--- src/rtl/pes_rca_acc.sv ---
// Burst accumulator for 5-bit ripple-carry adder results ({cout, sum}).
// Sums 1..16 samples per burst, flags wrap-around, and hands the total over a valid/ready port.
module pes_rca_acc #(
    parameter int unsigned ACC_W = 8
) (
    input  logic             clk,
    input  logic             rst_n,
    input  logic             clear,
    input  logic [3:0]       burst_len,
    input  logic             in_valid,
    output logic             in_ready,
    input  logic [3:0]       in_sum,
    input  logic             in_cout,
    output logic             out_valid,
    input  logic             out_ready,
    output logic [ACC_W-1:0] out_data,
    output logic             out_ovf,
    output logic             busy
);

    localparam int unsigned LEN_W = 4;
    localparam int unsigned CNT_W = 5;

    typedef enum logic [1:0] {
        S_IDLE  = 2'd0,
        S_ACCUM = 2'd1,
        S_DONE  = 2'd2
    } state_t;

    state_t           r_state;
    state_t           w_state_nxt;
    logic [ACC_W-1:0] r_acc;
    logic [ACC_W-1:0] w_acc_nxt;
    logic             r_ovf;
    logic             w_ovf_nxt;
    logic [CNT_W-1:0] r_cnt;
    logic [CNT_W-1:0] w_cnt_nxt;
    logic [LEN_W-1:0] r_len;
    logic [LEN_W-1:0] w_len_nxt;

    logic [ACC_W-1:0] w_sample;
    logic [ACC_W:0]   w_sum;
    logic             w_accept;

    assign w_sample = ACC_W'({in_cout, in_sum});
    assign w_sum    = (ACC_W+1)'(r_acc) + (ACC_W+1)'(w_sample);
    assign w_accept = in_valid && in_ready;

    // Outputs are decoded from registers only; no input reaches an output combinationally.
    assign in_ready  = (r_state != S_DONE);
    assign out_valid = (r_state == S_DONE);
    assign busy      = (r_state != S_IDLE);
    assign out_data  = r_acc;
    assign out_ovf   = r_ovf;

    always_ff @(posedge clk or negedge rst_n) begin
        if (!rst_n) begin
            r_state <= S_IDLE;
            r_acc   <= '0;
            r_ovf   <= 1'b0;
            r_cnt   <= '0;
            r_len   <= '0;
        end else begin
            r_state <= w_state_nxt;
            r_acc   <= w_acc_nxt;
            r_ovf   <= w_ovf_nxt;
            r_cnt   <= w_cnt_nxt;
            r_len   <= w_len_nxt;
        end
    end

    // Next-state and datapath update; clear overrides acceptance and the output handshake.
    always_comb begin
        w_state_nxt = r_state;
        w_acc_nxt   = r_acc;
        w_ovf_nxt   = r_ovf;
        w_cnt_nxt   = r_cnt;
        w_len_nxt   = r_len;

        case (r_state)
            S_IDLE: begin
                if (w_accept) begin
                    w_acc_nxt   = w_sample;
                    w_len_nxt   = burst_len;
                    w_cnt_nxt   = CNT_W'(1);
                    w_ovf_nxt   = 1'b0;
                    w_state_nxt = (burst_len == '0) ? S_DONE : S_ACCUM;
                end
            end
            S_ACCUM: begin
                if (w_accept) begin
                    w_acc_nxt = w_sum[ACC_W-1:0];
                    w_ovf_nxt = r_ovf | w_sum[ACC_W];
                    w_cnt_nxt = r_cnt + CNT_W'(1);
                    // This sample brings the count to length+1, closing the burst.
                    if (r_cnt == CNT_W'(r_len)) begin
                        w_state_nxt = S_DONE;
                    end
                end
            end
            S_DONE: begin
                if (out_ready) begin
                    w_state_nxt = S_IDLE;
                end
            end
            default: begin
                w_state_nxt = S_IDLE;
            end
        endcase

        if (clear) begin
            w_state_nxt = S_IDLE;
            w_acc_nxt   = '0;
            w_ovf_nxt   = 1'b0;
            w_cnt_nxt   = '0;
        end
    end

endmodule

--- config.mk ---
export PLATFORM = sky130hd
export DESIGN_NAME = pes_rca_acc
export DESIGN_NICKNAME = d
export VERILOG_FILES = /design/src/rtl/pes_rca_acc.sv
export SDC_FILE = /design/constraint.sdc
export NUM_CORES = 1
export LEC_CHECK = 0
export CAP_MARGIN = 30
export CORE_AREA = 2 2 56 69
export DETAILED_ROUTE_END_ITERATION = 7
export DIE_AREA = 0 0 58 71
export SKIP_LAST_GASP = 1
export SYNTH_ARGS = -nofsm -noshare
export SYNTH_HDL_FRONTEND = slang
export SYNTH_SLANG_ARGS = --single-unit
--- constraint.sdc ---
create_clock -name clk -period 3.2 [get_ports clk]
set_clock_uncertainty 0.2 [all_clocks]
set_input_delay 0.96 -clock clk [delete_from_list [all_inputs] [get_ports clk]]
set_output_delay 0.96 -clock clk [all_outputs]
set_load 0.02 [all_outputs]
==> results.sh, run 1 <==
export IMPL_track_usage_pct=15.5
export IMPL_peakVddDrop_uv=239
export IMPL_async_reset_ff_share_pct=100
export IMPL_first_global_vias=1098
export IMPL_tns_ps=0
export IMPL_endpoint="out_data[6]"
export IMPL_p_per_area_nw_per_um2=508
export IMPL_grt_max_degree=21
export IMPL_grt_setup_unrepaired="no"
export IMPL_synthFlopType="dfrtp_1"
export IMPL_stdcell_area_um2=1610
export IMPL_root_buffer="clkbuf_8"
export IMPL_startpoint_type="primary input"
export IMPL_min_period_ps=2860
export IMPL_firstDrtPassIters=4
export IMPL_critPathKind="primary input to register"
export IMPL_holdBufCountCts=0
export IMPL_grt_overflow=0
export IMPL_drive_gt1_share_pct=10.6
export IMPL_cts_resized_gates=0
export IMPL_rows=24
export IMPL_cts_sinks=20
export IMPL_reg2reg_slack_ps=1150
export IMPL_finalCritPeriodShare_pct=89.5
export IMPL_critPathArrivalTime_ps=2820
export IMPL_yosysWarnings=0
export IMPL_status="finished clean"
export IMPL_cts_tree="yes"
export IMPL_p_sw_w=0.000246
export IMPL_synth_cell_type_count=41
export IMPL_die_w_um=58
export IMPL_dp_hpwl_um=2130
export IMPL_syn_inst=126
export IMPL_worst_setup_path_end_kind="register"
export IMPL_synth_nets=147
export IMPL_via_per_inst=5.46
export IMPL_crit_fanout=3
export IMPL_setup_viol=0
export IMPL_intPower_w=0.000572
export IMPL_n_antenna_cell=0
export IMPL_cp_data_required_time_ps=3150
export IMPL_max_cap_viol_count=0
export IMPL_clock_fmax_ghz=0.349
export IMPL_wl_per_cell_um=15.1
export IMPL_placed_cell_area_um2=1540
export IMPL_power_total_w=0.000818
export IMPL_drv_slew=0
export IMPL_clockBufferDepth=2
export IMPL_netSwitchingFraction_pct=30.1
export IMPL_r2r_end="out_data[6]"
export IMPL_die_height_um=71
export IMPL_ys_ff_latch=20
export IMPL_clk_pin_slew_ps=80
export IMPL_htreeDepth=1
export IMPL_nets=173
export IMPL_drc_errors=0
export IMPL_place_gp_congestion=0.798
export IMPL_clk_latency_ps=270
export IMPL_area_growth_pct=27.6
export IMPL_ant_nets=0
export IMPL_start_util_pct=36.2
export IMPL_cp_startpoint="in_sum[0]"
export IMPL_max_slew_margin_pct=62.7
export IMPL_final_cells=190
export IMPL_avgSynthCellArea_um2=10.0
export IMPL_pin_count=26
export IMPL_synth_edf_count=0
export IMPL_hold_violations=0
export IMPL_port_buffer_count=25
export IMPL_dieArea_um2=4120
export IMPL_total_leakage_power_nw=0.673
export IMPL_worstMarginPinSlew_ps=546
export IMPL_dp_cells=186
export IMPL_vias=1038
export IMPL_wl_um=2870
export IMPL_core_area_um2=3480
export IMPL_reg2reg_from="out_data[0]"
export IMPL_netlist_area_um2=1260
export IMPL_drt_iter0_drc=37
export IMPL_seq_area_frac_synth_pct=39.6
export IMPL_seq_power_share_pct=38.8
export IMPL_p_clk_share_pct=31.6
export IMPL_holdCritPathClass="register to register"
export IMPL_rr_worst_depth=7
export IMPL_antenna_found_initial=0
export IMPL_grt_pass1_wl_um=4930
export IMPL_postCtsSetupBuffers=0
export IMPL_cts_made_buffers=3
export IMPL_combPwrFrac_pct=29.6
-- routing by layer --
| metal | up-vias | part of all wire [%] | GRT usage [%] |
|---|---|---|---|
| met1 | 494 | 43 | 17.8 |
| met4 | 0 | 2.5 | 8.01 |
| met3 | 8 | 4.3 | 2.19 |
| li1 | 510 | - | - |
| met2 | 26 | 50 | 27.3 |
| met5 | - | 0 | 0 |
-- flip-flops by register name (all words and copies together) (netlist names) --
name and flops:
out_data 8, r_cnt 5, r_len 4, r_state 2, out_ovf 1
-- cells by family (layout without fill, tap and decap cells) --
kind of cell,after synthesis,after routing,synth area share [%]
buffers and inverters,12,37,5.05
AND/OR/NAND/NOR,34,34,15.6
AO/OA/AOI/OAI,37,37,20.0
flip-flops,20,20,39.6
adder cells (fa/ha/maj),7,7,7.53
XOR/XNOR,9,9,6.24
multiplexers,7,7,5.95
-- per-stage QoR --
| step | setup slack, ps | util, % | hold slack, ps |
|---|---|---|---|
| after floorplan | 684 | - | 299 |
| after global placement | 110 | 44.2 | 318 |
| after detailed placement | 58.5 | 44.2 | 317 |
| after CTS | 335 | 46.2 | 337 |
| after global routing | 198 | 46.2 | 357 |
| final | 335 | 46.2 | 332 |
-- power by group through the flow --
stage	registers, W	clock network, W	logic, W
floorplan	0.000318	0	0.000165
global placement	0.000321	0	0.000239
detailed placement	0.000322	0	0.000243
CTS	0.000317	0.000267	0.000243
global route	0.000322	0.000274	0.000266
finish	0.000317	0.000258	0.000242
-- cell usage after synthesis, types with 2 or more instances --
master / number / share of area, %
o21ai_0: 6 / 2.4
nor2_1: 10 / 3.0
nor3b_1: 2 / 1.2
or3_1: 2 / 0.99
buf_2: 3 / 1.2
nand3_1: 2 / 0.79
o31ai_1: 2 / 1.2
xnor2_1: 4 / 2.8
xor2_1: 5 / 3.5
or2_2: 2 / 0.99
clkbuf_1: 2 / 0.59
o2111ai_1: 2 / 1.4
o21a_1: 2 / 1.2
inv_1: 5 / 1.5
buf_6: 2 / 1.8
mux2_2: 4 / 3.6
a211oi_1: 5 / 3.0
nand2_1: 4 / 1.2
o22ai_1: 2 / 0.99
a21oi_1: 9 / 3.6
nand2b_1: 4 / 2.0
nor4_1: 2 / 0.99
dfrtp_1: 20 / 40
mux2i_1: 3 / 2.4
ha_1: 6 / 5.9
-- placed cells by master, fill, tap and decap left out, types with 3 or more instances in the layout --
cell type	n
nor2_1	10
buf_4	3
ha_1	6
nand2_1	4
nand2b_1	4
dfrtp_1	20
clkdlybuf4s50_1	25
clkbuf_8	3
mux2i_1	3
o21ai_0	6
inv_1	5
a21oi_1	9
a211oi_1	5
xor2_1	5
mux2_2	4
xnor2_1	4
-- worst max-delay path, stage by stage --
cell and delay (ps):
clkdlybuf4s50_1 490, ha_1 210, inv_1 70, fa_1 390, nand2b_1 180, a21oi_1 210
o221ai_1 170, mux2i_1 140
-- final cells by class --
class,instances,area [µm²]
fillers,327,1870
clock inverters,1,30.0
clock buffers,3,41.3
repair buffers,28,273
flip-flops and latches,20,500
multi-input cells,94,698
inverters,5,18.8
well taps,39,48.8
-- how the worst min path moves through the flow --
stage          cells after the start  startpoint  endpoint  slack, ps
4_1_cts                            1    r_len[3]  r_len[3]        340
3_3_place_gp                       1    r_len[1]  r_len[1]        320
5_1_grt                            1    r_len[3]  r_len[3]        360
6_report                           1    r_len[3]  r_len[3]        330
3_5_place_dp                       1    r_len[3]  r_len[3]        320
2_1_floorplan                      2    r_cnt[4]  r_cnt[4]        300
Note: power is estimated with default switching activity, not from simulation.
==> run 2, diff against run 1 <==
Settings changed: CORE_AREA 2 2 56 69 to 2 2 48 58, DIE_AREA 0 0 58 71 to 0 0 50 60, PLACE_DENSITY set to 0.81, SKIP_LAST_GASP 1 to unset.
==> results.sh, run 2 (synthesized netlist as in run 1, its figures left out) <==
export IMPL_status="finished clean"
export IMPL_start_util_pct=51.0
export IMPL_critPathKind="primary input to register"
export IMPL_die_w_um=50
export IMPL_area_growth_pct=24.2
export IMPL_port_buffer_count=25
export IMPL_first_global_vias=1058
export IMPL_pin_count=26
export IMPL_startpoint_type="primary input"
export IMPL_grt_max_degree=21
export IMPL_stdcell_area_um2=1570
export IMPL_clock_fmax_ghz=0.349
export IMPL_path_cells="clkdlybuf4s50_1, ha_1, inv_1, fa_1, nand2b_1, a21oi_1, o221ai_1, mux2i_1"
export IMPL_hp_start="r_len[0]"
export IMPL_max_cap_viol_count=0
export IMPL_whs_endpoint="r_len[0]"
export IMPL_reg2reg_from="out_data[0]"
export IMPL_drc_errors=0
export IMPL_finalCritPeriodShare_pct=89.5
export IMPL_holdBufCountCts=0
export IMPL_place_gp_congestion=0.824
export IMPL_drv_slew=0
export IMPL_grt_pass1_wl_um=4590
export IMPL_grt_setup_unrepaired="no"
export IMPL_min_period_ps=2870
export IMPL_drt_iter0_drc=21
export IMPL_root_buffer="clkbuf_4"
export IMPL_total_leakage_power_nw=0.658
export IMPL_antenna_found_initial=0
export IMPL_place_ws_ps=32.3
export IMPL_firstDrtPassIters=4
export IMPL_htreeDepth=1
export IMPL_rr_worst_depth=7
export IMPL_holdWs_ps=336
export IMPL_setup_ws_ps=335
export IMPL_n_antenna_cell=0
export IMPL_dp_hpwl_um=2040
export IMPL_die_height_um=60
export IMPL_peakVddDrop_uv=299
export IMPL_hold_violations=0
export IMPL_cpMaxStageDelayCell="clkdlybuf4s50_1"
export IMPL_crit_fanout=3
export IMPL_final_cell_mix="25 x clkdlybuf4s50_1, 20 x dfrtp_1, 10 x nor2_1"
export IMPL_worstMarginPinSlew_ps=534
export IMPL_drive_gt1_share_pct=10.6
export IMPL_track_usage_pct=20.7
export IMPL_r2r_end="out_data[6]"
export IMPL_cp_data_required_time_ps=3190
export IMPL_via_per_inst=5.69
export IMPL_cts_made_buffers=3
export IMPL_tns_ps=0
export IMPL_dieArea_um2=3000
export IMPL_clk_latency_ps=300
export IMPL_core_area_um2=2480
export IMPL_p_per_area_nw_per_um2=450
export IMPL_clk_pin_slew_ps=110
export IMPL_max_stage_delay_ps=490
export IMPL_holdCritPathClass="register to register"
export IMPL_final_common_cell="clkdlybuf4s50_1"
export IMPL_setup_viol=0
export IMPL_max_slew_margin_pct=63.5
export IMPL_wl_per_cell_um=14.7
export IMPL_largest_reg_flops=8
export IMPL_vias=1047
export IMPL_ant_nets=0
export IMPL_postCtsSetupBuffers=0
export IMPL_grt_overflow=0
export IMPL_worst_setup_path_end_kind="register"
export IMPL_critPathArrivalTime_ps=2860
export IMPL_holdPathStages=1
export IMPL_rows=20
export IMPL_nets=173
export IMPL_reg2reg_slack_ps=1100
export IMPL_clockBufferDepth=2
export IMPL_wl_um=2700
export IMPL_cts_tree="yes"
export IMPL_placed_cell_area_um2=1530
export IMPL_cts_sinks=20
export IMPL_cts_resized_gates=0
-- run 2: cell types whose count changed in the layout (fill, tap and decap cells not counted), sizes merged --
cell,delta
bufinv,-1
clkbuf,+1
-- run 2: layer usage --
| metal | up-vias | part of all wire [%] | GRT usage [%] | wire length, µm |
|---|---|---|---|---|
| met1 | 513 | 43 | 22.5 | 1160 |
| li1 | 510 | - | - | - |
| met2 | 22 | 53 | 37.8 | 1430 |
| met4 | 0 | 0.70 | 11.5 | 19 |
| met3 | 2 | 3.3 | 3.75 | 90 |
| met5 | - | 0 | 0 | 0 |
-- run 2: report_power, final --
part	total, W	internal [W]	switching (W)	leakage [nW]
Sequential	0.000316	0.000282	0.0000335	0.263
Clock	0.000148	0.0000694	0.0000784	0.0210
Combinational	0.000242	0.000123	0.000119	0.374
-- run 2: critical path: cells and delay by family --
kind / cells / cell delay [ps]
muxes: 1 / 150
AOI/OAI and AO/OA: 2 / 410
buffers and inverters: 2 / 560
and+or+nand+nor: 1 / 180
adders and majority gates: 2 / 600
-- run 2: stage by stage --
stage          cells  util (%)  power [W]
3_5_place_dp     180      61.8   0.000564
3_3_place_gp     180      61.8   0.000556
2_1_floorplan    126         -   0.000483
5_1_grt          184      63.3   0.000756
6_report         184      63.3   0.000706
4_1_cts          184      63.3   0.000713
-- run 2: how the worst max path moves through the flow --
stage	start	endpoint	cells past startpoint
finish	in_sum[0]	out_data[6]	8
global route	in_sum[0]	out_data[6]	8
detailed placement	in_sum[0]	out_data[6]	8
CTS	r_state[0]	busy	2
global placement	in_sum[0]	out_data[6]	8
floorplan	in_sum[0]	out_data[6]	7
-- run 2: area by class of cell --
class	count	area (µm²)
multi-input combinational	94	698
tap	33	41.3
clock buffer	4	36.3
inverter	5	18.8
fill	217	910
timing repair buffer	28	273
sequential	20	500
